--- config.mk ---
export PLATFORM = sky130hd
export DESIGN_NAME = btn_conditioner
export DESIGN_NICKNAME = d
export VERILOG_FILES = /design/src/rtl/btn_conditioner.sv
export SDC_FILE = /design/constraint.sdc
export NUM_CORES = 1
export LEC_CHECK = 0
export ABC_CLOCK_PERIOD_IN_PS = 8550
export CAP_MARGIN = 10
export CORE_ASPECT_RATIO = 1.1
export CORE_MARGIN = 4
export CORE_UTILIZATION = 55
export DETAILED_ROUTE_END_ITERATION = 8
export PLACE_DENSITY = 0.86
export SKIP_LAST_GASP = 1
export SLEW_MARGIN = 5
export SYNTH_ARGS = -nofsm -noshare
export SYNTH_HDL_FRONTEND = slang
export SYNTH_SLANG_ARGS = --single-unit
--- constraint.sdc ---
create_clock -name clk -period 8.55 [get_ports clk]
set_clock_uncertainty 0.05 [all_clocks]
set_input_delay 2.1375 -clock clk [delete_from_list [all_inputs] [get_ports clk]]
set_output_delay 2.1375 -clock clk [all_outputs]
set_load 0.005 [all_outputs]
--- src/rtl/btn_conditioner.sv ---
// N-channel push-button conditioner: synchronise, debounce on a shared tick, emit level,
// press/release/auto-repeat pulses. The release pulse is named rel because release is a reserved word.
module btn_channel #(
  parameter int   SYNC_STAGES      = 2,
  parameter int   DB_TICKS         = 20,
  parameter int   REP_DELAY_TICKS  = 500,
  parameter int   REP_PERIOD_TICKS = 100,
  parameter logic INV              = 1'b0
) (
  input  logic clk,
  input  logic rst_n,
  input  logic raw,
  input  logic tick,
  input  logic rpt_en,
  output logic level,
  output logic level_nxt,
  output logic press,
  output logic rel,
  output logic rpt
);
  localparam int MAXT = (DB_TICKS > REP_DELAY_TICKS) ?
                        ((DB_TICKS > REP_PERIOD_TICKS) ? DB_TICKS : REP_PERIOD_TICKS) :
                        ((REP_DELAY_TICKS > REP_PERIOD_TICKS) ? REP_DELAY_TICKS : REP_PERIOD_TICKS);
  localparam int CW = (MAXT > 1) ? $clog2(MAXT) : 1;
  localparam logic [CW-1:0] DB_LAST  = CW'(DB_TICKS - 1);
  localparam logic [CW-1:0] DLY_LAST = CW'(REP_DELAY_TICKS - 1);
  localparam logic [CW-1:0] PER_LAST = CW'(REP_PERIOD_TICKS - 1);

  typedef enum logic [1:0] {RELEASED, PRESS_PEND, PRESSED, RELEASE_PEND} st_t;

  st_t                    st;
  logic [SYNC_STAGES-1:0] sync_q;
  logic [CW-1:0]          cnt;
  logic                   ph;
  logic                   s, db_done, acc_press, acc_rel, rep_hit;

  // Sync chain resets to the idle pin level so s starts de-asserted.
  assign s         = sync_q[SYNC_STAGES-1] ^ INV;
  assign db_done   = tick && (cnt == DB_LAST);
  assign acc_press = (st == PRESS_PEND) && s && db_done;
  assign acc_rel   = (st == RELEASE_PEND) && !s && db_done;
  assign level_nxt = acc_press | (level & ~acc_rel);
  assign rep_hit   = tick && (ph ? (cnt == PER_LAST) : (cnt == DLY_LAST));

  always_ff @(posedge clk or negedge rst_n) begin
    if (!rst_n) begin
      sync_q <= {SYNC_STAGES{INV}};
      st     <= RELEASED;
      cnt    <= '0;
      ph     <= 1'b0;
      level  <= 1'b0;
      press  <= 1'b0;
      rel    <= 1'b0;
      rpt    <= 1'b0;
    end else begin
      sync_q <= {sync_q[SYNC_STAGES-2:0], raw};
      level  <= level_nxt;
      press  <= acc_press;
      rel    <= acc_rel;
      rpt    <= 1'b0;
      // A change of s always wins over a tick in the same cycle.
      case (st)
        RELEASED:
          if (s) begin st <= PRESS_PEND; cnt <= '0; end
        PRESS_PEND:
          if (!s)             st  <= RELEASED;
          else if (acc_press) begin st <= PRESSED; cnt <= '0; ph <= 1'b0; end
          else if (tick)      cnt <= cnt + CW'(1);
        PRESSED:
          if (!s)           begin st <= RELEASE_PEND; cnt <= '0; end
          else if (!rpt_en) begin cnt <= '0; ph <= 1'b0; end
          else if (rep_hit) begin rpt <= 1'b1; cnt <= '0; ph <= 1'b1; end
          else if (tick)    cnt <= cnt + CW'(1);
        RELEASE_PEND:
          if (s)            begin st <= PRESSED; cnt <= '0; end
          else if (acc_rel) begin st <= RELEASED; cnt <= '0; end
          else if (tick)    cnt <= cnt + CW'(1);
        default: st <= RELEASED;
      endcase
    end
  end
endmodule

module btn_conditioner #(
  parameter int              N_CH             = 16,
  parameter int              SYNC_STAGES      = 2,
  parameter int              TICK_DIV         = 100000,
  parameter int              DB_TICKS         = 20,
  parameter int              REP_DELAY_TICKS  = 500,
  parameter int              REP_PERIOD_TICKS = 100,
  parameter logic [N_CH-1:0] INVERT           = '0
) (
  input  logic            clk,
  input  logic            sys_rst_n,
  input  logic [N_CH-1:0] raw,
  input  logic [N_CH-1:0] repeat_en,
  output logic [N_CH-1:0] level,
  output logic [N_CH-1:0] press,
  output logic [N_CH-1:0] rel,
  output logic [N_CH-1:0] rpt,
  output logic            any_pressed
);
  localparam int PW = $clog2(TICK_DIV);

  logic [PW-1:0]   pre;
  logic            tick;
  logic [N_CH-1:0] level_nxt;

  assign tick = (pre == PW'(TICK_DIV - 1));

  always_ff @(posedge clk or negedge sys_rst_n) begin
    if (!sys_rst_n) begin
      pre         <= '0;
      any_pressed <= 1'b0;
    end else begin
      pre         <= tick ? '0 : pre + PW'(1);
      any_pressed <= |level_nxt;
    end
  end

  for (genvar g = 0; g < N_CH; g++) begin : g_ch
    btn_channel #(
      .SYNC_STAGES      (SYNC_STAGES),
      .DB_TICKS         (DB_TICKS),
      .REP_DELAY_TICKS  (REP_DELAY_TICKS),
      .REP_PERIOD_TICKS (REP_PERIOD_TICKS),
      .INV              (INVERT[g])
    ) u_ch (
      .clk       (clk),
      .rst_n     (sys_rst_n),
      .raw       (raw[g]),
      .tick      (tick),
      .rpt_en    (repeat_en[g]),
      .level     (level[g]),
      .level_nxt (level_nxt[g]),
      .press     (press[g]),
      .rel       (rel[g]),
      .rpt       (rpt[g])
    );
  end
endmodule

# ---- Yosys cells after proc, flatten, opt, wreduce, memory -nomap -nowiden
# Index checks and enable logic that the tools add are counted.
dict set report op_classes {
  add_sub_neg 17
  eq_ne 225
  mux 449
  n_bitwise 48
  n_reduce_logical 193
}
# operator count
set ops {}
lappend ops {{$mux W9} 144}
lappend ops {{$pmux W9 S4} 16}
lappend ops {{$mux W2} 96}
lappend ops {{$mux W1} 160}
lappend ops {{$add A9 B1 Y9 const B} 16}
lappend ops {{$eq A9 B5 Y1 const B} 16}
lappend ops {{$eq A9 B7 Y1 const B} 16}
lappend ops {{$eq A9 B9 Y1 const B} 16}
lappend ops {{$ne A2 B1 Y1 const B} 64}
lappend ops {{$pmux W2 S4} 16}
lappend ops {{$logic_and A1 B1 Y1} 96}
lappend ops {{$reduce_and A5 Y1} 16}
lappend ops {{$eq A2 B2 Y1 const B} 32}
lappend ops {{$reduce_and A4 Y1} 16}
lappend ops {{$ne A3 B1 Y1 const B} 16}
lappend ops {{$ne A3 B2 Y1 const B} 16}
lappend ops {{$ne A3 B3 Y1 const B} 16}
lappend ops {{$eq A2 B1 Y1 const B} 16}
lappend ops {{$logic_not A2 Y1} 16}
lappend ops {{$ne A2 B2 Y1 const B} 16}
lappend ops {{$pmux W1 S2} 16}
lappend ops {{$reduce_and A2 Y1} 16}
lappend ops {{$reduce_bool A2 Y1} 16}
lappend ops {{$add A17 B1 Y17 const B} 1}
lappend ops {{other kinds (7)} 67}
dict set report word_totals {
  reg_bits 306
  inputBits 34
  output_inout_bits 65
}

# ---- Depth between registers and ports, before layout
# Gate-level depths: netlist (run 1).
dict set report depth {
  depth_word 7
  depth_mapped 11
  mapped_depth_nobuf 8
}

# ---- Modules after synthesis
# Synthesis (run 1) repeated with hierarchy kept, for this count alone.
dict set report hier_totals {
  hier_cells 1429
  hier_area_um2 15484.9
}
# module n_inst cells_each area_per_inst_um2 seq_area_each_um2
set by_module_without_submodules {}
lappend by_module_without_submodules {{btn_channel at g_ch[2].u_ch ...} 8 84 904.6 450.4}
lappend by_module_without_submodules {{btn_channel at g_ch[0].u_ch ...} 6 82 913.4 450.4}
lappend by_module_without_submodules {{btn_channel at g_ch[1].u_ch} 1 101 1036.0 450.4}
lappend by_module_without_submodules {{btn_channel at g_ch[12].u_ch} 1 84 882.1 450.4}
lappend by_module_without_submodules {btn_conditioner 1 80 849.6 450.4}

# ---- Least setup slack after synthesis (run 1)
# No wires, ideal clock.
dict set report synth_path {
  path_type {input-to-reg}
  start {input repeat_en[2]}
  end {register g_ch[2].u_ch.cnt[1]}
  setup_ns 0.121
  t_arrival_ns 3.165
  t_required_ns 8.379
  setup_slack_ns 5.214
  path_stages 6
  path_cell_list {nand4b_1 a31oi_1 a311oi_2 or2_0 nor2_1 a22o_1}
}
dict set report synth_between {
  elab_chain_cells 3
}
# item line
set synth_lines {}
lappend synth_lines {{start, declared} 96} ;# input logic [N_CH-1:0] repeat_en,
lappend synth_lines {{$mux W9} 71} ;# else if (!rpt_en) begin cnt <= '0; ph <= 1'b0; end
lappend synth_lines {{$mux W9} 70} ;# if (!s) begin st <= RELEASE_PEND; cnt <= '0; end
lappend synth_lines {{$pmux W9 S4} 62} ;# case (st)
lappend synth_lines {{end signal, assigned} 68} ;# else if (tick) cnt <= cnt + CW'(1);
lappend synth_lines {{end signal, assigned} 73} ;# else if (tick) cnt <= cnt + CW'(1);
lappend synth_lines {{end signal, assigned} 77} ;# else if (tick) cnt <= cnt + CW'(1);
lappend synth_lines {{end, declared} 33} ;# logic [CW-1:0] cnt;
# Every way passes these cells.
# A chain may end at the register's enable or synchronous reset.

# ---- Worst setup path in the final report (run 1)
dict set report layout_path {
  start {input repeat_en[3]}
  end {register g_ch[3].u_ch.cnt[6]}
}
dict set report layout_between {
  elab_chain_cells 3
}
# item line
set layout_lines {}
lappend layout_lines {{$mux W9} 71}
lappend layout_lines {{$mux W9} 70}
lappend layout_lines {{$pmux W9 S4} 62}
lappend layout_lines {{end signal, assigned} 68}
lappend layout_lines {{end signal, assigned} 73}
lappend layout_lines {{end signal, assigned} 77}
lappend layout_lines {{end, declared} 33}
# Every way passes these cells.

==> qor_table.md, run 1 <==
| Step | Metric | Reported |
|---|---|---|
| status | Status | complete, no violations |
| clocking | Clock tree root buffer cell | sky130_fd_sc_hd__clkbuf_16 |
| global routing | Initial antenna violation count | 0 |
| synthesis | Total of flip-flops plus latches after synthesis | 306 |
| timing | Post-layout min period | 3.77 ns |
| timing | Actual transition at the worst max-transition pin | 1.12 ns |
| flow run | Number of max-cap violations | 0 |
| timing | Count of final max-slew check failures | 0 |
| power and ir drop | Worst-case vdd ir drop | 0.191 mV |
| floorplanning | Placeable Area | 27900 um2 |
| clocking | H-tree Lvls | 1 |
| detailed routing | Routed WL | 32.4 mm |
| hold path | Min-delay src | g_ch[15].u_ch.sync_q[0] |
| timing | Final setup violating endpoints | 0 |
| synthesis | Total nets after synthesis | 1700 |
| timing | Final hold violation count | 0 |
| hold path | Worst hold path type | reg -> reg |
| synthesis | Number of distinct standard cells referenced by the synthesized netlist | 79 |
| clocking | TritonCTS clock tree | yes |
| critical path | Critical Path Fanout Max | 16 |
| timing | Sum of negative setup slack | 0 ns |
| clocking | Post-CTS Hold Buffers | 0 |
| floorplanning | Area enclosed by the die boundary | 31000 um2 |
| floorplanning | I/O pin total | 99 |
| synthesis | EDFF count, synth | 0 |
| placement | Quantity of I/O buffers inserted on ports | 98 |
| clocking | Number of buffers added for setup after CTS | 0 |
| timing | Top achievable clock speed | 0.265 GHz |
| floorplanning | Standard-cell row count | 64 |
| synthesis | Number of warnings printed during yosys synthesis | 0 |
| floorplanning | Die extent in y | 184 um |
| detailed routing | Number of design rule violations left after detail routing | 0 |
| cells and area | Antenna diode instance count | 0 |
| critical path | Required time at the endpoint of the critical path | 8.89 ns |
| clocking | Number of instances resized during post-cts repair | 0 |
| detailed routing | Average wire per cell in the routed design | 15.9 um |
| clocking | Max Root-Sink Buffers | 3 |
| placement | HPWL after detailed placement | 21.6 mm |
| synthesis | Synthesized area divided by synthesized cell count | 9.43 um2 |
| cells and area | Commonest cells after routing, fill and taps aside | 306 x sky130_fd_sc_hd__dfrtp_1, 178 x sky130_fd_sc_hd__nor2_1, 170 x sky130_fd_sc_hd__nand2_1 |
| synthesis | Syn Inst Count | 1649 |
| clocking | Clock slew seen by the registers of the worst setup and hold paths | 0.06 ns |
| global routing | Via count of the first global-routing pass | 12000 |
| timing | Share of the clock period used by the worst path | 44.1% |
| power and ir drop | Cell area power density | 175 nW/um2 |
| timing | Slew Limit Headroom | 25.4% |
| critical path | Startpoint class of the critical path | primary input |
| synthesis | Cell Area, Synth | 15600 um2 |
| detailed routing | Mean number of vias per cell | 6.02 |
| detailed routing | Antenna-violating nets left | 0 |
| global routing | Largest net degree at the start of global routing | 196 |
| floorplanning | Chip Width | 168 um |
| global routing | Total routing resource utilization after global routing | 20.8% |
| synthesis | Fraction of the yosys area taken by sequential cells | 49.2% |
| cells and area | Area added between synthesis and finish | 11.8% |
| cells and area | Most common cell after layout, fill and taps aside | sky130_fd_sc_hd__dfrtp_1 |
| detailed routing | Total number of vias | 12300 |
| power and ir drop | Final Total Pwr | 3.04 mW |
| critical path | Start point of the critical path | repeat_en[3] |
| timing | Unrepaired setup endpoints after global routing | false |
| clocking | Cts bufs inserted | 31 |
| detailed routing | Initial drt markers | 983 |
| clocking | TritonCTS Sinks | 306 |
| critical path | Capturing element type of the critical path | flop |
| critical path | Reg-to-reg slack, setup | 4.82 ns |
| placement | Placer Congestion | 0.858 |
| critical path | Worst setup path category | in -> reg |
| timing | Min Hold Slack | 0.292 ns |
| global routing | Total gr overflow | 0 |
| synthesis | Most frequently used flop master after synthesis | sky130_fd_sc_hd__dfrtp_1 |
| detailed routing | Count of TritonRoute iterations in the first routing pass | 6 |
| clocking | Clock network latency to the later pin of the worst-skew pair | 0.55 ns |
| cells and area | Proportion of layout cells with a drive suffix above 1 | 6.43% |
| synthesis | Async S/R FF share, synth | 100% |
| floorplanning | Initial cell density of the core | 55.8% |
| global routing | Global-route wire length before repair | 55.8 mm |
| power and ir drop | Leak pwr | 7.50 nW |
| critical path | Arrival time of the worst setup path | 4.10 ns |
| critical path | Reg-to-reg critical path startpoint | pre[8] |
| cells and area | Final #Nets | 1709 |
==> Yosys cell counts (9+ instances only) <==
cell,instances,area share [%]
sky130_fd_sc_hd__dfrtp_1,306,49
sky130_fd_sc_hd__nor2_1,178,4.3
sky130_fd_sc_hd__nand2_1,170,4.1
sky130_fd_sc_hd__o21ai_0,106,3.4
sky130_fd_sc_hd__nand3_1,85,2.7
sky130_fd_sc_hd__buf_4,68,3.3
sky130_fd_sc_hd__a21oi_1,60,1.9
sky130_fd_sc_hd__nor3_1,50,1.6
sky130_fd_sc_hd__clkbuf_1,44,1.1
sky130_fd_sc_hd__xor2_1,43,2.4
sky130_fd_sc_hd__inv_1,42,1.0
sky130_fd_sc_hd__nand4_1,36,1.4
sky130_fd_sc_hd__xnor2_1,33,1.9
sky130_fd_sc_hd__a31oi_1,32,1.3
sky130_fd_sc_hd__and3_1,32,1.3
sky130_fd_sc_hd__o31ai_1,26,1.3
sky130_fd_sc_hd__and2_1,21,0.84
sky130_fd_sc_hd__nor4_1,21,0.84
sky130_fd_sc_hd__nand4b_1,20,1.1
sky130_fd_sc_hd__nor2b_1,20,0.80
sky130_fd_sc_hd__ha_1,17,1.4
sky130_fd_sc_hd__nor3b_1,15,0.72
sky130_fd_sc_hd__nand3b_1,14,0.68
sky130_fd_sc_hd__a21o_1,12,0.58
sky130_fd_sc_hd__buf_2,11,0.35
sky130_fd_sc_hd__nand2b_1,11,0.44
sky130_fd_sc_hd__or4b_2,11,0.71
sky130_fd_sc_hd__a22o_1,10,0.56
sky130_fd_sc_hd__or2_2,10,0.40
sky130_fd_sc_hd__a41oi_1,9,0.51
sky130_fd_sc_hd__mux2_2,9,0.65
sky130_fd_sc_hd__o22ai_1,9,0.36
==> report_power, final <==
part / internal, mW / switching [mW] / total (mW)
clock: 0.886 / 0.541 / 1.43
sequential: 1.47 / 0.0262 / 1.49
combinational: 0.0422 / 0.0754 / 0.118
==> cell families after synthesis <==
logic type      count (synthesis)  share of synthesized area (%)
buf+inv                       168                           5.83
compound gates                326                           13.6
simple gates                  739                           24.5
mux                            17                           1.17
xor+xnor                       76                           4.28
fa+ha+maj                      17                           1.37
flops                         306                           49.2
==> worst paths after layout <==
path	endpoint	depth (start not counted)
setup / recovery	g_ch[3].u_ch.cnt[6]	7
hold / removal	g_ch[15].u_ch.sync_q[1]	0
setup reg to reg	any_pressed	8
hold reg to reg	g_ch[15].u_ch.sync_q[1]	0
max in group asynchronous	g_ch[3].u_ch.cnt[8]	2
min in group asynchronous	g_ch[8].u_ch.cnt[4]	1
==> through the flow <==
step           worst slack, ns  instances  util (%)  area [um2]
6_report                  4.78       2042      62.4       17400
5_1_grt                   4.55       2042      62.4       17400
4_1_cts                   4.81       2042      62.4       17400
3_5_place_dp              4.36       1988      58.5       16300
3_3_place_gp              4.42       1988      58.5       16300
2_1_floorplan             5.21       1649         -       15600
==> critical path, cell delays in order <==
cell	delay, ns
sky130_fd_sc_hd__clkdlybuf4s50_1	0.42
sky130_fd_sc_hd__nand3_1	0.12
sky130_fd_sc_hd__o22ai_1	0.09
sky130_fd_sc_hd__a21oi_1	0.88
sky130_fd_sc_hd__nor2b_1	0.08
sky130_fd_sc_hd__o21ai_0	0.25
sky130_fd_sc_hd__o31ai_1	0.11
==> area by class of cell <==
class                           instances  area (um2)
Tap cell                              363         454
Inverter                               42         158
Multi-Input combinational cell       1175        6990
Clock buffer                           42         907
Fill cell                            2207       10500
Clock inverter                         12         191
Sequential cell                       306        7660
Timing Repair Buffer                  102        1030
==> per-layer routing <==
layer,part of all wire [%],vias up,global-route usage [%]
met4,3.3,0,7.47
met5,0,-,0
met2,49,340,35.3
li1,-,5869,-
met3,4.8,83,2.90
met1,43,6011,27.4
==> state kept, by name, indices dropped and copies added, names as in the netlist, named ones only <==
| name | flops |
|---|---|
| pre | 17 |
| g_ch.u_ch.rpt | 16 |
| any_pressed | 1 |
| g_ch.u_ch.sync_q | 32 |
| g_ch.u_ch.cnt | 144 |
| g_ch.u_ch.level | 16 |
| g_ch.u_ch.press | 16 |
| g_ch.u_ch.st | 16 |
| g_ch.u_ch.rel | 16 |
| g_ch.u_ch.ph | 16 |
Note: power is estimated with default switching activity, not from simulation.
==> run 2: changes to the inputs <==
--- a/config.mk
+++ b/config.mk
@@ -5,7 +5,7 @@
 export SDC_FILE = /design/constraint.sdc
 export NUM_CORES = 1
 export LEC_CHECK = 0
-export ABC_CLOCK_PERIOD_IN_PS = 8550
+export ABC_CLOCK_PERIOD_IN_PS = 3800
 export CAP_MARGIN = 10
 export CORE_ASPECT_RATIO = 1.1
 export CORE_MARGIN = 4
==> constraint.sdc (replaced) <==
create_clock -name clk -period 3.8 [get_ports clk]
set_clock_uncertainty 0.05 [all_clocks]
set_input_delay 0.95 -clock clk [delete_from_list [all_inputs] [get_ports clk]]
set_output_delay 0.95 -clock clk [all_outputs]
set_load 0.005 [all_outputs]
==> qor_table.md, run 2 (same netlist as run 1, synthesis figures left out) <==
| Step | Metric | Reported | vs previous |
|---|---|---|---|
| cells and area | Area added between synthesis and finish | 12.7% |  |
| critical path | Cell mode on critical path | sky130_fd_sc_hd__nand4_1 |  |
| power and ir drop | Switching part of the total power | 22.5% | +1.3 points |
| critical path | Required time at the endpoint of the critical path | 4.09 ns | -4.80 ns |
| clocking | TritonCTS Sinks | 306 | unchanged |
| critical path | Combined buffer and inverter count along the critical path | 2 | +1 |
| critical path | Arrival time of the worst setup path | 3.82 ns | -0.28 ns |
| critical path | Startpoint class of the critical path | flop |  |
| critical path | Count of cell instances traversed by the critical path | 8 | +1 |
| detailed routing | Highest layer used for signal routing | met4 |  |
| critical path | Critical Path Fanout Max | 39 | +23 |
| floorplanning | Area enclosed by the die boundary | 31000 um2 | unchanged |
| flow run | Number of max-cap violations | 0 | unchanged |
| detailed routing | Sum of met3 wire segment lengths after detailed routing | 1.82 mm | +17% |
| power and ir drop | Cell area power density | 391 nW/um2 | +120% |
| timing | Top achievable clock speed | 0.284 GHz |  |
| floorplanning | Placeable Area | 27900 um2 | unchanged |
| critical path | Start point of the critical path | pre[8] |  |
| critical path | Max stage delay cell, worst path | sky130_fd_sc_hd__or4b_4 |  |
| critical path | Slowest Stage Delay on Critical Path | 0.58 ns | -0.30 ns |
| clocking | Clock network latency to the later pin of the worst-skew pair | 0.52 ns | -0.03 ns |
| critical path | Depth of the most critical reg-to-reg path | 8 | unchanged |
| hold path | Endpoint of the worst hold path | g_ch[14].u_ch.sync_q[1] |  |
| detailed routing | Antenna-violating nets left | 0 | unchanged |
| cells and area | Proportion of layout cells with a drive suffix above 1 | 7.25% | +0.82 points |
| cells and area | Register bank with the most flops | g_ch.u_ch.cnt |  |
| detailed routing | Routed WL | 34.1 mm | +5.4% |
| cells and area | Most common cell after layout, fill and taps aside | sky130_fd_sc_hd__dfrtp_1 |  |
| clocking | Clock slew seen by the registers of the worst setup and hold paths | 0.06 ns | about the same |
| power and ir drop | Clock share of power | 47.0% | about the same |
| timing | Count of final max-slew check failures | 0 | unchanged |
| critical path | Reg-to-reg critical path endpoint | any_pressed |  |
| cells and area | Antenna diode instance count | 0 | unchanged |
| critical path | Reg-to-reg slack, setup | 0.28 ns | -4.54 ns |
| cells and area | Commonest cells after routing, fill and taps aside | 306 x sky130_fd_sc_hd__dfrtp_1, 178 x sky130_fd_sc_hd__nor2_1, 170 x sky130_fd_sc_hd__nand2_1 |  |
| detailed routing | Number of design rule violations left after detail routing | 0 | unchanged |
| hold path | Hold-critical path depth | 0 | unchanged |
| floorplanning | Die extent in y | 184 um | unchanged |
| timing | Final setup violating endpoints | 0 | unchanged |
| timing | Unrepaired setup endpoints after global routing | false |  |
| timing | Actual transition at the worst max-transition pin | 0.823 ns | -0.296 ns |
| critical path | Capturing element type of the critical path | flop |  |
| clocking | Number of buffers added for setup after CTS | 0 | unchanged |
| timing | Post-layout min period | 3.52 ns |  |
| power and ir drop | Total net switching power | 1.54 mW | +140% |
| detailed routing | Met1 Routed Length | 14.7 mm | +4.7% |
| clocking | Number of instances resized during post-cts repair | 0 | unchanged |
| floorplanning | Chip Width | 168 um | unchanged |
| detailed routing | Count of TritonRoute iterations in the first routing pass | 5 | -1 |
| critical path | Largest delay share family, worst path | simple AND/OR/NAND/NOR gates |  |
| power and ir drop | Leak pwr | 7.57 nW | +0.95% |
| clocking | Max Root-Sink Buffers | 3 | unchanged |
| critical path | Reg-to-reg critical path startpoint | pre[8] |  |
| placement | HPWL after detailed placement | 23.4 mm | +8.3% |
| power and ir drop | P_int | 5.32 mW | +120% |
| power and ir drop | Worst-case vdd ir drop | 0.339 mV | +77% |
| global routing | Global-route wire length before repair | 58.5 mm | +4.9% |
| power and ir drop | Combinational Power Share | 4.1% | +0.2 points |
| detailed routing | Mean number of vias per cell | 6.06 | +0.66% |
| global routing | Via count of the first global-routing pass | 12300 | +2.8% |
| clocking | H-tree Lvls | 2 | +1 |
| detailed routing | Initial drt markers | 1140 | +16% |
| global routing | Total gr overflow | 0 | unchanged |
| detailed routing | Average wire per cell in the routed design | 16.6 um | +4.5% |
| timing | Sum of negative setup slack | 0 ns | unchanged |
| global routing | Initial antenna violation count | 0 | unchanged |
| floorplanning | I/O pin total | 99 | unchanged |
| timing | Share of the clock period used by the worst path | 92.7% |  |
| clocking | Post-CTS Hold Buffers | 0 | unchanged |
| status | Status | complete, no violations |  |
| placement | Quantity of I/O buffers inserted on ports | 98 | unchanged |
| hold path | Min-delay src | g_ch[14].u_ch.sync_q[0] |  |
| clocking | Cts bufs inserted | 34 | +9.7% |
| timing | Final hold violation count | 0 | unchanged |
| global routing | Largest net degree at the start of global routing | 91 | -54% |
| hold path | Worst hold path type | reg -> reg |  |
| floorplanning | Initial cell density of the core | 55.8% | unchanged |
| cells and area | Final core area utilization | 62.9% | +0.51 points |
| clocking | Clock tree root buffer cell | sky130_fd_sc_hd__clkbuf_16 |  |
| cells and area | Largest registers in the final layout | g_ch.u_ch.cnt (144), g_ch.u_ch.sync_q (32), pre (17) |  |
| detailed routing | Total number of vias | 12500 | +1.5% |
| power and ir drop | Power share of the sequential group | 49.0% | about the same |
| floorplanning | Standard-cell row count | 64 | unchanged |
| clocking | TritonCTS clock tree | yes |  |
| cells and area | Max reg flops | 144 | unchanged |
| global routing | Total routing resource utilization after global routing | 22.0% | +1.2 points |
| critical path | Chain of cells forming the critical path | or4b_4 > nor4_4 > buf_12 > nand4_1 > a211o_1 > nor4_1 > buf_4 > nand4_1 |  |
| critical path | Worst setup path category | reg -> reg |  |
| timing | Slew Limit Headroom | 44.7% | +19 points |
| detailed routing | Wire length on met2 | 16.8 mm | +6.3% |
| placement | Placer Congestion | 0.874 | +1.9% |
| cells and area | Final #Nets | 1725 | +0.94% |
[run 2: layer usage]
| metal | up-vias | track usage (%) |
|---|---|---|
| met5 | - | 0 |
| met4 | 0 | 7.31 |
| met3 | 68 | 3.39 |
| met2 | 400 | 37.2 |
| met1 | 6127 | 29.3 |
| li1 | 5898 | - |
[run 2: through the flow]
| stage | instance area [um2] | hold WS, ns | worst slack, ns | std cells | total power, mW |
|---|---|---|---|---|---|
| 3_5_place_dp | 16400 | 0.285 | 0.344 | 2001 | 3.70 |
| 6_report | 17500 | 0.287 | 0.277 | 2060 | 6.86 |
| 3_3_place_gp | 16400 | 0.283 | 0.487 | 2001 | 3.68 |
| 5_1_grt | 17500 | 0.298 | 0.236 | 2060 | 7.11 |
| 2_1_floorplan | 15600 | 0.281 | 1.04 | 1649 | 3.54 |
| 4_1_cts | 17500 | 0.297 | 0.321 | 2060 | 6.92 |
[run 2: power by group through the flow]
stage / combinational [mW] / sequential (mW) / clock [mW]
floorplan: 0.160 / 3.38 / 0
finish: 0.280 / 3.36 / 3.22
global placement: 0.270 / 3.41 / 0
global route: 0.316 / 3.36 / 3.43
CTS: 0.283 / 3.36 / 3.28
detailed placement: 0.282 / 3.41 / 0
[run 2: how the worst max path moves through the flow]
| stage | end | slack [ns] |
|---|---|---|
| 3_5_place_dp | any_pressed | 0.34 |
| 5_1_grt | any_pressed | 0.24 |
| 4_1_cts | any_pressed | 0.32 |
| 3_3_place_gp | any_pressed | 0.49 |
| 2_1_floorplan | g_ch[14].u_ch.cnt[4] | 1.04 |
| 6_report | any_pressed | 0.28 |
[run 2: cell type report]
type / count / area, um2
fillers: 2188 / 10300
clock buffers: 49 / 1010
inverters: 42 / 158
well taps: 363 / 454
flip-flops and latches: 306 / 7660
clock inverters: 10 / 98.8
multi-input cells: 1175 / 6990
repair buffers: 115 / 1160
